### src/rtl/gpu_reg_arbiter.sv
// gpu_reg_arbiter
// Two-requester write arbiter in front of the GPU register port.
// A requester is granted first. It may then keep the grant with Lock for up
// to LOCK_MAX beats. Each accepted beat is presented on the registered GPU
// port for exactly one cycle.

module gpu_reg_arbiter #(
    parameter int ADDR_WIDTH = 8,
    parameter int LOCK_MAX   = 16
) (
    input  logic                  HCLK,
    input  logic                  HRESETn,
    input  logic                  req0Valid,
    input  logic                  req1Valid,
    input  logic                  req0Lock,
    input  logic                  req1Lock,
    input  logic [ADDR_WIDTH-1:0] req0Addr,
    input  logic [ADDR_WIDTH-1:0] req1Addr,
    input  logic [3:0]            req0Strb,
    input  logic [3:0]            req1Strb,
    input  logic [31:0]           req0Data,
    input  logic [31:0]           req1Data,
    output logic                  req0Ready,
    output logic                  req1Ready,
    input  logic                  gpuBusy,
    output logic [ADDR_WIDTH-1:0] gpuAddr,
    output logic [3:0]            gpuStrb,
    output logic [31:0]           gpuData,
    output logic [1:0]            grantOwner
);

    typedef enum logic [1:0] {
        ST_IDLE = 2'b00,
        ST_OWN0 = 2'b01,
        ST_OWN1 = 2'b10
    } state_t;

    localparam logic [7:0] LOCK_MAX_C = 8'(LOCK_MAX);

    state_t     state_r;
    state_t     state_s;
    logic       last_served_r;
    logic       last_served_s;
    logic [7:0] lock_count_r;
    logic [7:0] lock_count_s;
    logic       own_id_s;
    logic       own_valid_s;
    logic       own_lock_s;
    logic       cap_hit_s;
    logic       accept_s;

    // Ready is combinational so a beat is taken in the same cycle the GPU frees up
    assign req0Ready = (state_r == ST_OWN0) & ~gpuBusy;
    assign req1Ready = (state_r == ST_OWN1) & ~gpuBusy;
    assign accept_s  = (req0Valid & req0Ready) | (req1Valid & req1Ready);

    // Select the current owner's request controls
    always_comb begin
        own_id_s    = 1'b0;
        own_valid_s = 1'b0;
        own_lock_s  = 1'b0;
        case (state_r)
            ST_OWN0: begin
                own_id_s    = 1'b0;
                own_valid_s = req0Valid;
                own_lock_s  = req0Lock;
            end
            ST_OWN1: begin
                own_id_s    = 1'b1;
                own_valid_s = req1Valid;
                own_lock_s  = req1Lock;
            end
            default: begin
                own_id_s    = 1'b0;
                own_valid_s = 1'b0;
                own_lock_s  = 1'b0;
            end
        endcase
    end

    // The next beat or hold cycle would reach the lock cap
    assign cap_hit_s = ((lock_count_r + 8'd1) == LOCK_MAX_C);

    // Next-state, fairness and lock-count logic
    always_comb begin
        state_s       = state_r;
        last_served_s = last_served_r;
        lock_count_s  = lock_count_r;
        case (state_r)
            ST_IDLE: begin
                lock_count_s = 8'd0;
                if (req0Valid && req1Valid) begin
                    state_s = last_served_r ? ST_OWN0 : ST_OWN1;
                end else if (req0Valid) begin
                    state_s = ST_OWN0;
                end else if (req1Valid) begin
                    state_s = ST_OWN1;
                end else begin
                    state_s = ST_IDLE;
                end
            end
            ST_OWN0, ST_OWN1: begin
                if (gpuBusy) begin
                    state_s = state_r;
                end else if (own_lock_s) begin
                    // A locked beat, or a locked hold without a beat, uses one lock slot
                    if (cap_hit_s) begin
                        state_s       = ST_IDLE;
                        last_served_s = own_id_s;
                        lock_count_s  = 8'd0;
                    end else begin
                        lock_count_s = lock_count_r + 8'd1;
                    end
                end else if (own_valid_s) begin
                    state_s       = ST_IDLE;
                    last_served_s = own_id_s;
                    lock_count_s  = 8'd0;
                end else begin
                    // Withdrawn without lock: release and leave fairness untouched
                    state_s      = ST_IDLE;
                    lock_count_s = 8'd0;
                end
            end
            default: begin
                state_s       = ST_IDLE;
                last_served_s = 1'b1;
                lock_count_s  = 8'd0;
            end
        endcase
    end

    // Arbitration state registers
    always_ff @(posedge HCLK or negedge HRESETn) begin
        if (!HRESETn) begin
            state_r       <= ST_IDLE;
            last_served_r <= 1'b1;
            lock_count_r  <= 8'd0;
            grantOwner    <= 2'b00;
        end else begin
            state_r       <= state_s;
            last_served_r <= last_served_s;
            lock_count_r  <= lock_count_s;
            grantOwner    <= {(state_s == ST_OWN1), (state_s == ST_OWN0)};
        end
    end

    // GPU port: each accepted beat appears for one cycle; address and data hold afterwards
    always_ff @(posedge HCLK or negedge HRESETn) begin
        if (!HRESETn) begin
            gpuAddr <= {ADDR_WIDTH{1'b0}};
            gpuStrb <= 4'b0000;
            gpuData <= 32'h0000_0000;
        end else if (accept_s) begin
            gpuAddr <= own_id_s ? req1Addr : req0Addr;
            gpuStrb <= own_id_s ? req1Strb : req0Strb;
            gpuData <= own_id_s ? req1Data : req0Data;
        end else begin
            gpuStrb <= 4'b0000;
        end
    end

endmodule

### config.mk
export PLATFORM = sky130hd
export DESIGN_NAME = gpu_reg_arbiter
export DESIGN_NICKNAME = d
export VERILOG_FILES = /design/src/rtl/gpu_reg_arbiter.sv
export SDC_FILE = /design/constraint.sdc
export NUM_CORES = 1
export LEC_CHECK = 0
export CAP_MARGIN = 10
export CORE_UTILIZATION = 40
export DETAILED_ROUTE_END_ITERATION = 12
export PLACE_DENSITY_LB_ADDON = 0.15
export REMOVE_ABC_BUFFERS = 1
export SLEW_MARGIN = 5
export SYNTH_ARGS = -nofsm -noshare
export SYNTH_HDL_FRONTEND = slang
export SYNTH_SLANG_ARGS = --single-unit
export TNS_END_PERCENT = 5
### constraint.sdc
create_clock -name HCLK -period 1.9 [get_ports HCLK]
set_input_delay 0.38 -clock HCLK [delete_from_list [all_inputs] [get_ports HCLK]]
set_output_delay 0.38 -clock HCLK [all_outputs]
set_load 0.02 [all_outputs]
; Word-level counts from Yosys, hierarchy flattened
; Index checks and enable logic that the tools add are counted.
; Widths: inputs -> output; s select.
[op_classes]
add_sub_neg = 1
n_mul = 0
div_mod_pow = 0
n_lt_le_gt_ge = 0
eq_ne = 8
shifts = 0
n_mux = 24
n_bitwise = 7
n_reduce_logical = 4
[op_table]
columns = operator, n
row1 = $mux 8, 5
row2 = $mux 32, 1
row3 = $mux 2, 7
row4 = $add 8x1->8 const B, 1
row5 = $eq 8x5->1 const B, 1
row6 = $mux 4, 2
row7 = $ne 3x3->1 const B, 2
row8 = $pmux 1 s2, 3
row9 = $mux 1, 5
row10 = $and 1x1->1, 4
row11 = $eq 2x1->1 const B, 2
row12 = $eq 2x2->1 const B, 2
row13 = $pmux 2 s2, 1
row14 = $reduce_and 4->1, 1
row15 = $logic_not 2->1, 1
row16 = $ne 2x2->1 const B, 1
row17 = $not 1->1, 2
row18 = $reduce_or 2->1, 1
row19 = $logic_and 1x1->1, 1
row20 = $or 1x1->1, 1
[totals]
regBits = 57
latch_bits = 0
mem_bits_rw = 0
rom_bits = 0
input_bits = 95
output_inout_bits = 48
word_cells = 51
n_memories = 0

; Longest topological paths before layout
[logic_depth]
ltp_word = 7
depth_mapped = 8
depth_no_buf = 7

; Worst setup path before layout
; No wires, ideal clock.
[synth_timing]
kind = reg2reg
from = register state_r[1]
to = register last_served_r
setup_time_ns = 0.075
t_arrival_ns = 1.721
t_required_ns = 1.825
path_slack_ns = 0.105
path_stages_with_launch = 8
n_path_buf = 0
period_less_slack_ns = 1.795
path_cell_list = dfrtp_1 -> inv_1 -> ha_1 -> nor2b_1 -> o21ai_0 -> a31o_1 -> a21oi_1 -> mux2i_1
[synth_between]
elab_chain_len = 6
word_cells_on_any_way = 17
cone_classes = eq/ne: 5 / mux: 8 / bitwise: 1 / reduce/logical: 3
[synth_lines]
columns = item, line
row1 = from (decl), 40  ; state_t state_r;
row2 = from (signal assigned), 140  ; state_r <= state_s;
row3 = $eq 2x2->1, "62, 89"
row4 = $mux 1, 62  ; case (state_r)
row5 = $mux 1 (on tied branches), "114, 107"
row6 = $mux 1, 105  ; end else if (own_lock_s) begin
row7 = $mux 1, 103  ; if (gpuBusy) begin
row8 = $pmux 1 s2, 89  ; case (state_r)
row9 = to (signal assigned), 141  ; last_served_r <= last_served_s;
row10 = to (decl), 42  ; logic last_served_r;
; Parallel ways exist; a longest one is shown, timed or not. The select of a mux whose other input is x is not followed.
; A chain may end at the register's enable or synchronous reset.

; Worst setup path in the final report
[layout_timing]
from = register state_r[0]
to = output req1Ready
[layout_between]
elab_chain_len = 2
[layout_lines]
columns = item, line
row1 = $eq 2x2->1, 54  ; assign req1Ready = (state_r == ST_OWN1) & ~gpuBusy;
row2 = $and 1x1->1, 54
row3 = to (decl), 24  ; output logic req1Ready,
; Every way passes these cells.

==> flow_summary.yaml <==
worst_setup_path:
  crit_path_top_delay_cell: "dfrtp_1"
  crit_buf_inv: 2
  crit_cells: 4
  path_class: "reg2out"
  endpoint_kind: "output port"
  crit_path_cell_trace: "inv_1, ha_2, and2b_1, clkdlybuf4s15_1"
  critPathMaxStageDelay_ns: 0.39
  start_kind: "register"
  cp_top_family: "flip-flops"
  arrival_ns: 1.45
  worstPathRequired_ns: 1.52
  crit_path_max_fanout: 4
  reg2reg_depth: 6
sta:
  fin_crit_sh_pct: 96.3
  drv_slew: 0
  rsz0062_at_grt: "no"
  finClkSkew_ns: 0.00835
  min_period_ns: 1.83
  tightest_slew_ns: 0.323
  timing.fmax_mhz: 546
  setup_ws_ns: 0.0701
  tns_ns: 0
  hold_viol: 0
  setup_viol: 0
  relSlewSlack_pct: 78.5
floorplanning:
  die_w_um: 85.7
  core_mm2: 0.00679
  rows: 30
  die_y_um: 85.7
  start_util_pct: 41.2
  dieArea_mm2: 0.00734
  io_pins: 143
yosys:
  synthXorXnorAreaFrac_pct: 0.938
  synth.top_cells.by_area: "dfrtp_1, mux2i_1, o21ai_0, nand2_1, ha_1"
  async_reset_ff_share_pct: 100
  synth_edf_count: 0
  synth_top_family_by_area: "multiplexers"
  yosysTopAreaCellShare_pct: 50.0
  synthTopCellsByCount: "dfrtp_1, nand2_1, mux2i_1"
  synth.area.mux_share_pct: 16.1
  synth-seq-cells: 57
  avgSynthCellArea_um2: 10.1
  syn-cell-area_mm2: 0.00280
  yosysMostFrequentCell: "dfrtp_1"
  netlist-cell-type-count: 38
  ys_seq_area_share_pct: 51.0
  ys.flop_type: "dfrtp_1"
  synth_area_leader_cell: "dfrtp_1"
  synthAdderAreaFrac_pct: 2.23
  synth_compound_area_share_pct: 14.1
  syn_inst: 276
  synthSimpleGateAreaFrac_pct: 11.4
  synth_warnings: 0
grt:
  antenna_found_initial: 0
  grt_pass1_vias: 2543
  grt-ovfl-total: 0
  grt_pass1_wl_um: 11500
  grt_max_degree: 58
  grt.total_usage_pct: 20.4
detailed_routing:
  met3RoutedLength_um: 509
  firstDrtPassIters: 4
  first_iter_violations: 71
  routedWlPerCell_um: 13.0
  drc_errors: 0
  drt-met1-wl_um: 2870
  detail-route-antenna-nets: 0
  wl_met2_um: 3380
  via_per_inst: 4.73
  routed.top_layer: "met4"
  vias: 2482
  routed_wl_um: 6850
clock_network:
  cts_buffer_depth: 2
  path_clk_slew_ns: 0.06
  ctsHoldBuffers: 0
  clk-insertion-delay-late_ns: 0.32
  cts_tree: "done"
  clock-sinks: 57
  numCtsBuffers: 9
  htreeDepth: 3
  root_buffer: "clkbuf_8"
  post_cts_buffers: 0
placed_design:
  place_ws_ns: -0.135
  dp.cells: 509
  gp_congestion: 0.795
  port_buffers: 142
  hpwl_um: 5250
cells_and_area:
  drive_gt1_share_pct: 7.93
  antennaDiodeCount: 0
  area_delta_synth_final_pct: 63.8
  final_cells: 525
  nNetsFinal: 524
  fillers: 547
power_and_ir_drop:
  ir_drop_uv: 581
  leakage_nw: 1.94
  power_density_mw_per_mm2: 1330
status:
  outcome: "finished clean"
hold_path:
  hp-class: "in2async"
job:
  drv_cap: 0
==> path summary, 6_finish.rpt <==
path	from	endpoint	slack, ns
worst max-delay path	state_r[0]	req1Ready	0.07
worst min-delay path	HRESETn	lock_count_r[7]	0.05
worst max register to register	state_r[0]	gpuData[17]	0.11
worst min register to register	gpuData[1]	gpuData[1]	0.48
max in group asynchronous	HRESETn	last_served_r	1.55
min in group HCLK	gpuData[1]	gpuData[1]	0.48
==> sequential cells by signal, summed over array words and instances (netlist names) <==
signal	cells
gpuData	32
gpuAddr	8
lock_count_r	8
gpuStrb	4
grantOwner	2
state_r	2
last_served_r	1
==> kinds of logic after synthesis <==
family                     Yosys count
buffers and inverters               26
and+or+nand+nor                     72
adders and majority gates            5
DFF                                 57
xor gates and xnor gates             3
muxes                               45
AOI/OAI and AO/OA                   68
==> through the flow <==
| stage | total power, mW | util, % | hold slack [ns] | cell area [µm²] |
|---|---|---|---|---|
| after floorplan | 3.54 | - | 0.0844 | 2720 |
| after global placement | 4.96 | 64.6 | 0.405 | 4390 |
| after detailed placement | 5.03 | 64.6 | 0.406 | 4390 |
| after CTS | 6.17 | 67.6 | 0.0589 | 4590 |
| after global routing | 6.50 | 67.5 | 0.0681 | 4590 |
| final | 6.08 | 67.5 | 0.0470 | 4590 |
==> cell type report <==
class / count / area (µm²) / area share [%]
multi-input combinational: 193 / 1260 / 27.4
inverter: 10 / 37.5 / 0.818
clock inverter: 3 / 40.0 / 0.873
timing repair buffer: 153 / 1540 / 33.7
sequential: 57 / 1430 / 31.1
clock buffer: 13 / 159 / 3.46
tap: 96 / 120 / 2.62
==> per-layer routing <==
layer / GRT usage, % / vias to the layer above
met2: 34.3 / 83
met3: 6.45 / 7
li1: - / 1256
met1: 24.3 / 1136
met5: 0 / -
met4: 8.18 / 0
==> report_power, final <==
| part | total, mW | internal (mW) | switching [mW] |
|---|---|---|---|
| clock network | 1.11 | 0.674 | 0.439 |
| logic | 3.05 | 1.49 | 1.56 |
| registers | 1.92 | 1.67 | 0.246 |
| total | 6.08 | 3.84 | 2.25 |
==> cell usage in the layout, fill, tap and decap left out, types with 3 or more instances in the layout <==
| cell | count |
|---|---|
| a211oi_1 | 3 |
| a21oi_1 | 4 |
| a22o_1 | 3 |
| buf_12 | 4 |
| buf_4 | 7 |
| clkbuf_8 | 11 |
| clkdlybuf4s50_1 | 139 |
| dfrtp_1 | 56 |
| ha_1 | 3 |
| inv_1 | 10 |
| mux2i_1 | 45 |
| nand2_1 | 48 |
| nand3_1 | 5 |
| nor2_1 | 7 |
| o21ai_0 | 41 |
| o21ai_1 | 4 |
| o22ai_1 | 3 |
| xnor2_1 | 3 |
==> repair_timing <==
| item | CTS | global route |
|---|---|---|
| endpoints found under the setup margin | 2 | 2 |
| endpoints found under the hold margin | 0 | 0 |
| resized for setup | 4 | 3 |
No activity file was read; power rests on OpenSTA's default activity.
